$ cat config.mk
export PLATFORM = sky130hd
export DESIGN_NAME = alu_mc_flat
export DESIGN_NICKNAME = d
export VERILOG_FILES = /design/src/rtl/alu_mc_if.sv /design/src/rtl/alu_mc.sv /design/src/flat_wrapper.sv
export SDC_FILE = /design/constraint.sdc
export NUM_CORES = 1
export LEC_CHECK = 0
export ABC_AREA = 1
export BUFFER_PORTS_ARGS = -buffer_cell sky130_fd_sc_hd__buf_2
export CAP_MARGIN = 30
export CORE_MARGIN = 4
export CORE_UTILIZATION = 55
export DETAILED_ROUTE_END_ITERATION = 7
export GPL_TIMING_DRIVEN = 0
export PLACE_DENSITY = 0.73
export SYNTH_ARGS = -nofsm -noshare
export SYNTH_HDL_FRONTEND = slang
export SYNTH_SLANG_ARGS = --single-unit
export TNS_END_PERCENT = 100
$ cat constraint.sdc
create_clock -name clk -period 3.9 [get_ports clk]
set_clock_uncertainty 0.15 [all_clocks]
set_input_delay 0.195 -clock clk [delete_from_list [all_inputs] [get_ports clk]]
set_output_delay 0.195 -clock clk [all_outputs]
set_load 0.05 [all_outputs]
$ cat src/rtl/alu_mc_if.sv
// ---------------------------------------------------------------------------
// alu_mc_if -- request/response bus of the multi-cycle ALU.
//   Request  (master -> slave): in_valid, A, B, Cin, Op, invA, invB, sign
//   Request  (slave -> master): in_ready
//   Response (slave -> master): out_valid, Out, Ofl, Z, resultSign, busy
//   Response (master -> slave): out_ready
// ---------------------------------------------------------------------------
interface alu_mc_if #(
  parameter int WIDTH = 16
);
  logic             in_valid;
  logic             in_ready;
  logic [WIDTH-1:0] A;
  logic [WIDTH-1:0] B;
  logic             Cin;
  logic [3:0]       Op;
  logic             invA;
  logic             invB;
  logic             sign;
  logic             out_valid;
  logic             out_ready;
  logic [WIDTH-1:0] Out;
  logic             Ofl;
  logic             Z;
  logic             resultSign;
  logic             busy;

  modport master (
    output in_valid, A, B, Cin, Op, invA, invB, sign, out_ready,
    input  in_ready, out_valid, Out, Ofl, Z, resultSign, busy
  );

  modport slave (
    input  in_valid, A, B, Cin, Op, invA, invB, sign, out_ready,
    output in_ready, out_valid, Out, Ofl, Z, resultSign, busy
  );
endinterface

$ cat src/rtl/alu_mc.sv
// ---------------------------------------------------------------------------
// alu_mc -- ALU with single-cycle shift/add/logic ops and an iterative
// shift-add multiplier (one multiplier bit per cycle).
//   clk    : sole clock, rising edge
//   rst_n  : asynchronous active-low reset
//   bus    : alu_mc_if.slave -- valid/ready request carrying A, B, Cin, Op,
//            invA, invB, sign; valid/ready response carrying the registered
//            Out, Ofl, Z, resultSign; busy while a multiply is running.
// Single-cycle results are loaded on the transfer edge. MUL/MULH enter the
// MUL state for WIDTH+1 cycles and load the result on leaving it.
// ---------------------------------------------------------------------------
module alu_mc #(
  parameter int WIDTH = 16,
  parameter int SHW   = $clog2(WIDTH)
) (
  input  logic    clk,
  input  logic    rst_n,
  alu_mc_if.slave bus
);
  localparam int                CW       = $clog2(WIDTH) + 1;
  localparam logic [CW-1:0]     CNT_LAST = CW'(WIDTH);
  localparam logic [WIDTH-1:0]  ONE_W    = {{(WIDTH-1){1'b0}}, 1'b1};
  localparam logic [2*WIDTH-1:0] ONE_2W  = {{(2*WIDTH-1){1'b0}}, 1'b1};

  typedef enum logic {IDLE, MUL} state_t;

  state_t             state_q, state_d;
  logic [CW-1:0]      cnt_q;
  logic [WIDTH-1:0]   mcand_q;
  logic [2*WIDTH-1:0] prod_q;
  logic               neg_q, msign_q, hi_q;
  logic [WIDTH-1:0]   out_q;
  logic               ofl_q, out_valid_q;

  logic [WIDTH-1:0]   a_new, b_new, mag_a, mag_b;
  logic [SHW-1:0]     sh, sh_neg;
  logic               xfer, mul_req, mul_done;

  assign a_new   = bus.invA ? ~bus.A : bus.A;
  assign b_new   = bus.invB ? ~bus.B : bus.B;
  assign sh      = b_new[SHW-1:0];
  // Complementary rotate amount; for sh==0 both halves equal a_new, so the
  // OR still returns a_new unchanged.
  assign sh_neg  = -sh;
  assign mul_req = (bus.Op == 4'b1001) || (bus.Op == 4'b1010);

  assign bus.in_ready = (state_q == IDLE) && (!out_valid_q || bus.out_ready);
  assign xfer         = bus.in_valid && bus.in_ready;
  assign mul_done     = (state_q == MUL) && (cnt_q == CNT_LAST);

  // Unsigned magnitudes for signed multiply; the most-negative value maps to
  // 2^(WIDTH-1), which still fits in WIDTH unsigned bits.
  assign mag_a = (bus.sign && a_new[WIDTH-1]) ? (~a_new + ONE_W) : a_new;
  assign mag_b = (bus.sign && b_new[WIDTH-1]) ? (~b_new + ONE_W) : b_new;

  // ---------------- single-cycle datapath ----------------
  logic [WIDTH:0]   add_w;
  logic             add_cmsb;
  logic [WIDTH-1:0] rev_w, slbi_w, res;
  logic             res_ofl;

  always_comb begin
    // NOTE: every output of an always_comb gets a default first; a path that
    // skips an assignment would otherwise infer a latch.
    res     = '0;
    res_ofl = 1'b0;
    add_w    = {1'b0, a_new} + {1'b0, b_new} + {{WIDTH{1'b0}}, bus.Cin};
    add_cmsb = add_w[WIDTH-1] ^ a_new[WIDTH-1] ^ b_new[WIDTH-1];
    for (int i = 0; i < WIDTH; i++) rev_w[i] = a_new[WIDTH-1-i];
    slbi_w = (bus.A << (WIDTH/2)) | {{(WIDTH/2){1'b0}}, bus.B[WIDTH/2-1:0]};
    case (bus.Op)
      4'b0000: res = (a_new << sh) | (a_new >> sh_neg);
      4'b0001: res = a_new << sh;
      4'b0010: res = (a_new >> sh) | (a_new << sh_neg);
      4'b0011: res = a_new >> sh;
      4'b0100: begin
        res     = add_w[WIDTH-1:0];
        res_ofl = bus.sign ? (add_w[WIDTH] ^ add_cmsb) : add_w[WIDTH];
      end
      4'b0101: res = b_new - a_new;
      4'b0110: res = bus.A ^ bus.B;
      4'b0111: res = bus.A & ~bus.B;
      4'b1000: res = rev_w;
      4'b1100, 4'b1101: res = b_new;
      4'b1110, 4'b1111: res = slbi_w;
      default: res = '0;  // 1001/1010 go to the multiplier, 1011 reserved
    endcase
  end

  // ---------------- multiplier datapath ----------------
  // prod_q = {partial high half, remaining multiplier bits}; each step adds
  // mcand when the current multiplier LSB is set and shifts right by one.
  logic [WIDTH:0]     step_sum;
  logic [2*WIDTH-1:0] prod_fin;
  logic [WIDTH-1:0]   mul_hi, mul_lo, mul_out;
  logic               mul_ofl;

  assign step_sum = {1'b0, prod_q[2*WIDTH-1:WIDTH]}
                  + (prod_q[0] ? {1'b0, mcand_q} : {(WIDTH+1){1'b0}});
  assign prod_fin = neg_q ? (~prod_q + ONE_2W) : prod_q;
  assign mul_hi   = prod_fin[2*WIDTH-1:WIDTH];
  assign mul_lo   = prod_fin[WIDTH-1:0];
  assign mul_out  = hi_q ? mul_hi : mul_lo;
  assign mul_ofl  = hi_q    ? 1'b0 :
                    msign_q ? (mul_hi != {WIDTH{mul_lo[WIDTH-1]}}) : (|mul_hi);

  // ---------------- FSM ----------------
  always_comb begin
    state_d = state_q;
    case (state_q)
      IDLE:    if (xfer && mul_req) state_d = MUL;
      MUL:     if (cnt_q == CNT_LAST) state_d = IDLE;
      default: state_d = IDLE;
    endcase
  end

  // NOTE: sequential state uses non-blocking assignments only, so every
  // register samples pre-edge values regardless of statement order.
  always_ff @(posedge clk or negedge rst_n) begin
    if (!rst_n) begin
      state_q <= IDLE;
    end else begin
      state_q <= state_d;
    end
  end

  // NOTE: the multiplier registers are reset too, so an operation abandoned
  // by reset leaves no stale partial product behind.
  always_ff @(posedge clk or negedge rst_n) begin
    if (!rst_n) begin
      cnt_q   <= '0;
      mcand_q <= '0;
      prod_q  <= '0;
      neg_q   <= 1'b0;
      msign_q <= 1'b0;
      hi_q    <= 1'b0;
    end else if (xfer && mul_req) begin
      cnt_q   <= '0;
      mcand_q <= mag_a;
      prod_q  <= {{WIDTH{1'b0}}, mag_b};
      neg_q   <= bus.sign & (a_new[WIDTH-1] ^ b_new[WIDTH-1]);
      msign_q <= bus.sign;
      hi_q    <= bus.Op[1];
    end else if (state_q == MUL) begin
      if (mul_done) begin
        cnt_q <= '0;
      end else begin
        cnt_q  <= cnt_q + 1'b1;
        prod_q <= {step_sum, prod_q[WIDTH-1:1]};
      end
    end
  end

  // Result registers: multiply completion, single-cycle transfer, or plain
  // consumption (Out keeps its last value, only out_valid drops).
  always_ff @(posedge clk or negedge rst_n) begin
    if (!rst_n) begin
      out_q       <= '0;
      ofl_q       <= 1'b0;
      out_valid_q <= 1'b0;
    end else if (mul_done) begin
      out_q       <= mul_out;
      ofl_q       <= mul_ofl;
      out_valid_q <= 1'b1;
    end else if (xfer && !mul_req) begin
      out_q       <= res;
      ofl_q       <= res_ofl;
      out_valid_q <= 1'b1;
    end else if (out_valid_q && bus.out_ready) begin
      out_valid_q <= 1'b0;
    end
  end

  assign bus.Out        = out_q;
  assign bus.Ofl        = ofl_q;
  assign bus.Z          = (out_q == '0);
  assign bus.resultSign = out_q[WIDTH-1];
  assign bus.out_valid  = out_valid_q;
  assign bus.busy       = (state_q == MUL);
endmodule

$ cat src/flat_wrapper.sv
// flat-port wrapper written by rule: the top's interface ports become plain ports
module alu_mc_flat 
#(
  parameter int WIDTH = 16,
  parameter int SHW   = $clog2(WIDTH)
)
  (clk, rst_n, bus_in_valid, bus_A, bus_B, bus_Cin, bus_Op, bus_invA, bus_invB, bus_sign, bus_out_ready, bus_in_ready, bus_out_valid, bus_Out, bus_Ofl, bus_Z, bus_resultSign, bus_busy);
  alu_mc_if #(.WIDTH(WIDTH)) bus_i ();
  input  logic clk;
  input  logic rst_n;
  input wire logic [$bits(bus_i.in_valid)-1:0] bus_in_valid;
  input wire logic [$bits(bus_i.A)-1:0] bus_A;
  input wire logic [$bits(bus_i.B)-1:0] bus_B;
  input wire logic [$bits(bus_i.Cin)-1:0] bus_Cin;
  input wire logic [$bits(bus_i.Op)-1:0] bus_Op;
  input wire logic [$bits(bus_i.invA)-1:0] bus_invA;
  input wire logic [$bits(bus_i.invB)-1:0] bus_invB;
  input wire logic [$bits(bus_i.sign)-1:0] bus_sign;
  input wire logic [$bits(bus_i.out_ready)-1:0] bus_out_ready;
  output wire logic [$bits(bus_i.in_ready)-1:0] bus_in_ready;
  output wire logic [$bits(bus_i.out_valid)-1:0] bus_out_valid;
  output wire logic [$bits(bus_i.Out)-1:0] bus_Out;
  output wire logic [$bits(bus_i.Ofl)-1:0] bus_Ofl;
  output wire logic [$bits(bus_i.Z)-1:0] bus_Z;
  output wire logic [$bits(bus_i.resultSign)-1:0] bus_resultSign;
  output wire logic [$bits(bus_i.busy)-1:0] bus_busy;
  assign bus_i.in_valid = bus_in_valid;
  assign bus_i.A = bus_A;
  assign bus_i.B = bus_B;
  assign bus_i.Cin = bus_Cin;
  assign bus_i.Op = bus_Op;
  assign bus_i.invA = bus_invA;
  assign bus_i.invB = bus_invB;
  assign bus_i.sign = bus_sign;
  assign bus_i.out_ready = bus_out_ready;
  assign bus_in_ready = bus_i.in_ready;
  assign bus_out_valid = bus_i.out_valid;
  assign bus_Out = bus_i.Out;
  assign bus_Ofl = bus_i.Ofl;
  assign bus_Z = bus_i.Z;
  assign bus_resultSign = bus_i.resultSign;
  assign bus_busy = bus_i.busy;
  alu_mc #(.WIDTH(WIDTH), .SHW(SHW)) u_core (.clk(clk), .rst_n(rst_n), .bus(bus_i));
endmodule
==> summary.md <==
| Metric | Value |
|---|---|
| Final slew viol count | `0` |
| Cells after synthesis | `1,883` |
| CTS H-Tree Depth | `3` |
| Cell count of the worst reg-to-reg path | `18` |
| VDD IR max | `0.280 mV` |
| Post-Synth XOR/XNOR Area | `6.79%` |
| CP endpoint kind | `flip-flop` |
| FFs w/ async S/R, synth | `100%` |
| Final worst slack | `0.135 ns` |
| # setup viols final | `0` |
| Nets | `2,068` |
| Tcrit/Tclk final | `96.5%` |
| Dpl hpwl | `39.2 mm` |
| HP Class | `input port to async pin` |
| Total die area | `0.0225 mm2` |
| Setup bufs post-CTS | `0` |
| Initial DRC Count | `1,519` |
| Clk slew on worst S/H paths | `0.07 ns` |
| WL/cell | `22.0 um` |
| Number of global-route vias before repair | `13,104` |
| Synth Area per Inst | `5.90 um2` |
| Synth cell types | `59` |
| Reg-to-reg slack, setup | `0.86 ns` |
| Core Box Area | `0.0197 mm2` |
| Synthesized net count | `1,993` |
| Synth Area in Adders | `7.57%` |
| Post-synthesis sequential area ratio | `16.9%` |
| Post-synthesis compound-gate area fraction | `22.5%` |
| Clk buf depth | `2` |
| Status | `complete, but fails checks` |
| Max cap viols | `0` |
| Top-level port count | `66` |
| Tightest hold margin | `0.0605 ns` |
| Commonest non-fill, non-tap cell in the layout | `nand2_1` |
| Fmax | `266 MHz` |
| DRC violations left | `3` |
| Most used DFF post-synth | `dfrtp_1` |
| CTS Sinks | `75` |
| Mux contribution to synthesized area | `0.0901%` |
| Leading cell types in the layout, fill and taps excluded | `554 x nand2_1, 215 x inv_1, 182 x nor2_1, 180 x o21ai_0, 127 x nand3_1` |
| Largest family of logic cells by synthesized area | `simple AND/OR/NAND/NOR gates` |
| ANT nets after route | `0` |
| Post-synthesis cell area | `0.0111 mm2` |
| Cell row count | `51` |
| Root Driver | `clkbuf_16` |
| Least-Margin Pin Slew | `1.02 ns` |
| DR vias | `13,965` |
| First-pass GRT wire length | `73.8 mm` |
| Pwr Total | `7.10 mW` |
| Number of hold violations in the final report | `0` |
| RSZ-0062 raised after global routing | `false` |
| Simple logic cell fraction of the synthesized area | `35.5%` |
| Origin of the critical flop-to-flop path | `u_core.prod_q[0]` |
| Yosys reg bits | `75` |
| Crit Path Class | `input port to flip-flop` |
| EDFF count, synth | `0` |
| Global route overflow | `0` |
| Skew-Pair Late Insertion Delay | `0.35 ns` |
| GRT Overall Usage | `43.3%` |
| DIE HEIGHT | `150 um` |
| Startpoint types | `input port` |
| Critical path arrival | `3.85 ns` |
| Num CTS Buffers | `9` |
| Final min period | `3.77 ns` |
| Slew headroom | `31.6%` |
| Largest net degree at the start of global routing | `69` |
| Warnings, synthesis | `0` |
| Fill count | `1,994` |
| Final wirelength | `48.9 mm` |
| Pwr Density | `584 mW/mm2` |
| Initial core utilization | `56.5%` |
| Worst r2r dst | `u_core.bus.Ofl` |
| 1st-pass router iterations | `8` |
| CTS tree | `yes` |
| Share of cells above drive strength 1 | `7.59%` |
| Leakage | `6.06 nW` |
| Data required time of the critical path | `3.98 ns` |
| Layout area overhead | `9.27%` |
| Port bufs | `62` |
| Die outline width | `150 um` |
| Initial antenna violation count | `0` |
| Violated checks | `design-rule violations` |
| CP Max Fanout | `10` |
| Worst slack, placed | `-0.340 ns` |
| Placer Congestion | `1.13` |
| Vias/cell | `6.26` |
## area by class of cell
cell class / count / area [um2] / area share, %
buffer: 71 / 362 / 2.98
antenna: 2 / 5.00 / 0.0412
tap: 265 / 332 / 2.73
inverter: 219 / 825 / 6.79
sequential: 75 / 1880 / 15.5
multi-input combinational: 1517 / 8050 / 66.3
timing repair buffer: 65 / 360 / 2.97
clock buffer: 9 / 225 / 1.85
clock inverter: 7 / 105 / 0.866
## per-layer routing
| metal | vias up | GRT usage, % | part of all wire [%] |
|---|---|---|---|
| met3 | 311 | 11.3 | 11 |
| met2 | 1006 | 66.6 | 43 |
| met4 | 0 | 36.0 | 10 |
| li1 | 6417 | - | - |
| met1 | 6231 | 50.4 | 36 |
| met5 | - | 0 | 0 |
## state kept, by name (all words and copies together) (netlist names)
signal,count
u_core.bus.out_valid,1
u_core.hi_q,1
u_core.prod_q,32
u_core.mcand_q,16
u_core.bus.Ofl,1
u_core.neg_q,1
u_core.bus.busy,1
u_core.cnt_q,5
u_core.bus.Out,16
u_core.msign_q,1
## cells by family after synthesis
| group | Yosys count |
|---|---|
| multiplexers | 1 |
| adder cells (fa/ha/maj) | 66 |
| XOR/XNOR | 69 |
| AND/OR/NAND/NOR | 947 |
| buffers and inverters | 291 |
| AO/OA/AOI/OAI | 434 |
| flip-flops | 75 |
## worst max-delay path by stage
stage	start	end	slack, ns	depth (start not counted)
4_1_cts	bus_invB	u_core.bus.Out[6]	0.01	16
2_1_floorplan	bus_invB	u_core.bus.Out[8]	0.95	17
6_report	bus_invB	u_core.bus.Out[2]	0.13	23
3_5_place_dp	bus_invB	u_core.bus.Out[6]	-0.34	16
5_1_grt	bus_invB	u_core.bus.Out[2]	0.08	23
3_3_place_gp	bus_invB	u_core.bus.Out[6]	-0.39	16
## worst max-delay path, stage by stage
cell	delay, ns
buf_6	0.16
inv_2	0.06
nand2_1	0.07
nand2_2	0.10
inv_2	0.17
buf_2	0.31
nand2_1	0.25
nand2_1	0.15
inv_1	0.05
ha_1	0.17
inv_1	0.06
nand2_2	0.06
ha_1	0.18
nor2_1	0.14
inv_1	0.07
nor2_1	0.08
nor3_1	0.05
nor4_1	0.71
o21ai_0	0.37
nor2_1	0.18
o2111ai_1	0.12
nand2_1	0.09
nand2_1	0.05
## cell usage after synthesis (3+ instances only)
library cell	instances	share of area, %
a211oi_1	11	0.74
a21o_1	4	0.27
a21oi_1	106	4.8
a221oi_1	7	0.55
a22oi_1	3	0.20
a31oi_1	9	0.51
buf_1	6	0.20
buf_2	14	0.63
buf_4	3	0.20
buf_6	5	0.51
clkbuf_1	42	1.4
dfrtp_1	75	17
ha_1	64	7.2
inv_1	215	7.3
inv_2	3	0.10
nand2_1	554	19
nand2_2	10	0.56
nand3_1	127	5.7
nand3b_1	6	0.41
nand4_1	20	1.1
nor2_1	182	6.1
nor2_2	3	0.17
nor2_4	3	0.30
nor3_1	17	0.77
nor4_1	10	0.56
o2111ai_1	9	0.71
o211ai_1	21	1.4
o21ai_0	180	8.1
o21ai_1	23	1.0
o21ai_2	3	0.24
o21bai_1	8	0.54
o221ai_1	19	1.5
o22ai_1	20	1.1
o31ai_1	3	0.20
or2_1	5	0.28
xnor2_1	21	1.7
xnor2_2	5	0.73
xor2_1	34	2.7
xor2_2	5	0.73
xor2_4	3	0.74
## through the flow
step / setup TNS (ns) / util [%] / area, um2 / instances
5_1_grt: 0 / 61.8 / 12100 / 2228
3_3_place_gp: -1.22 / 59.8 / 11800 / 2210
4_1_cts: 0 / 61.7 / 12100 / 2229
3_5_place_dp: -0.970 / 60.0 / 11800 / 2211
2_1_floorplan: 0 / - / 11100 / 1883
6_report: 0 / 61.8 / 12100 / 2230
## what timing repair did
item | 4_1_cts | 5_1_grt
endpoints found under the setup margin | 0 | 5
hold endpoints to repair | 76 | 0
hold buffers | 2 | 0
resized for setup | 0 | 2
## power breakdown
| part | switching [mW] | internal (mW) |
|---|---|---|
| logic | 3.34 | 1.34 |
| registers | 0.343 | 1.13 |
| clock network | 0.373 | 0.572 |
(Power assumes the default switching activity.)
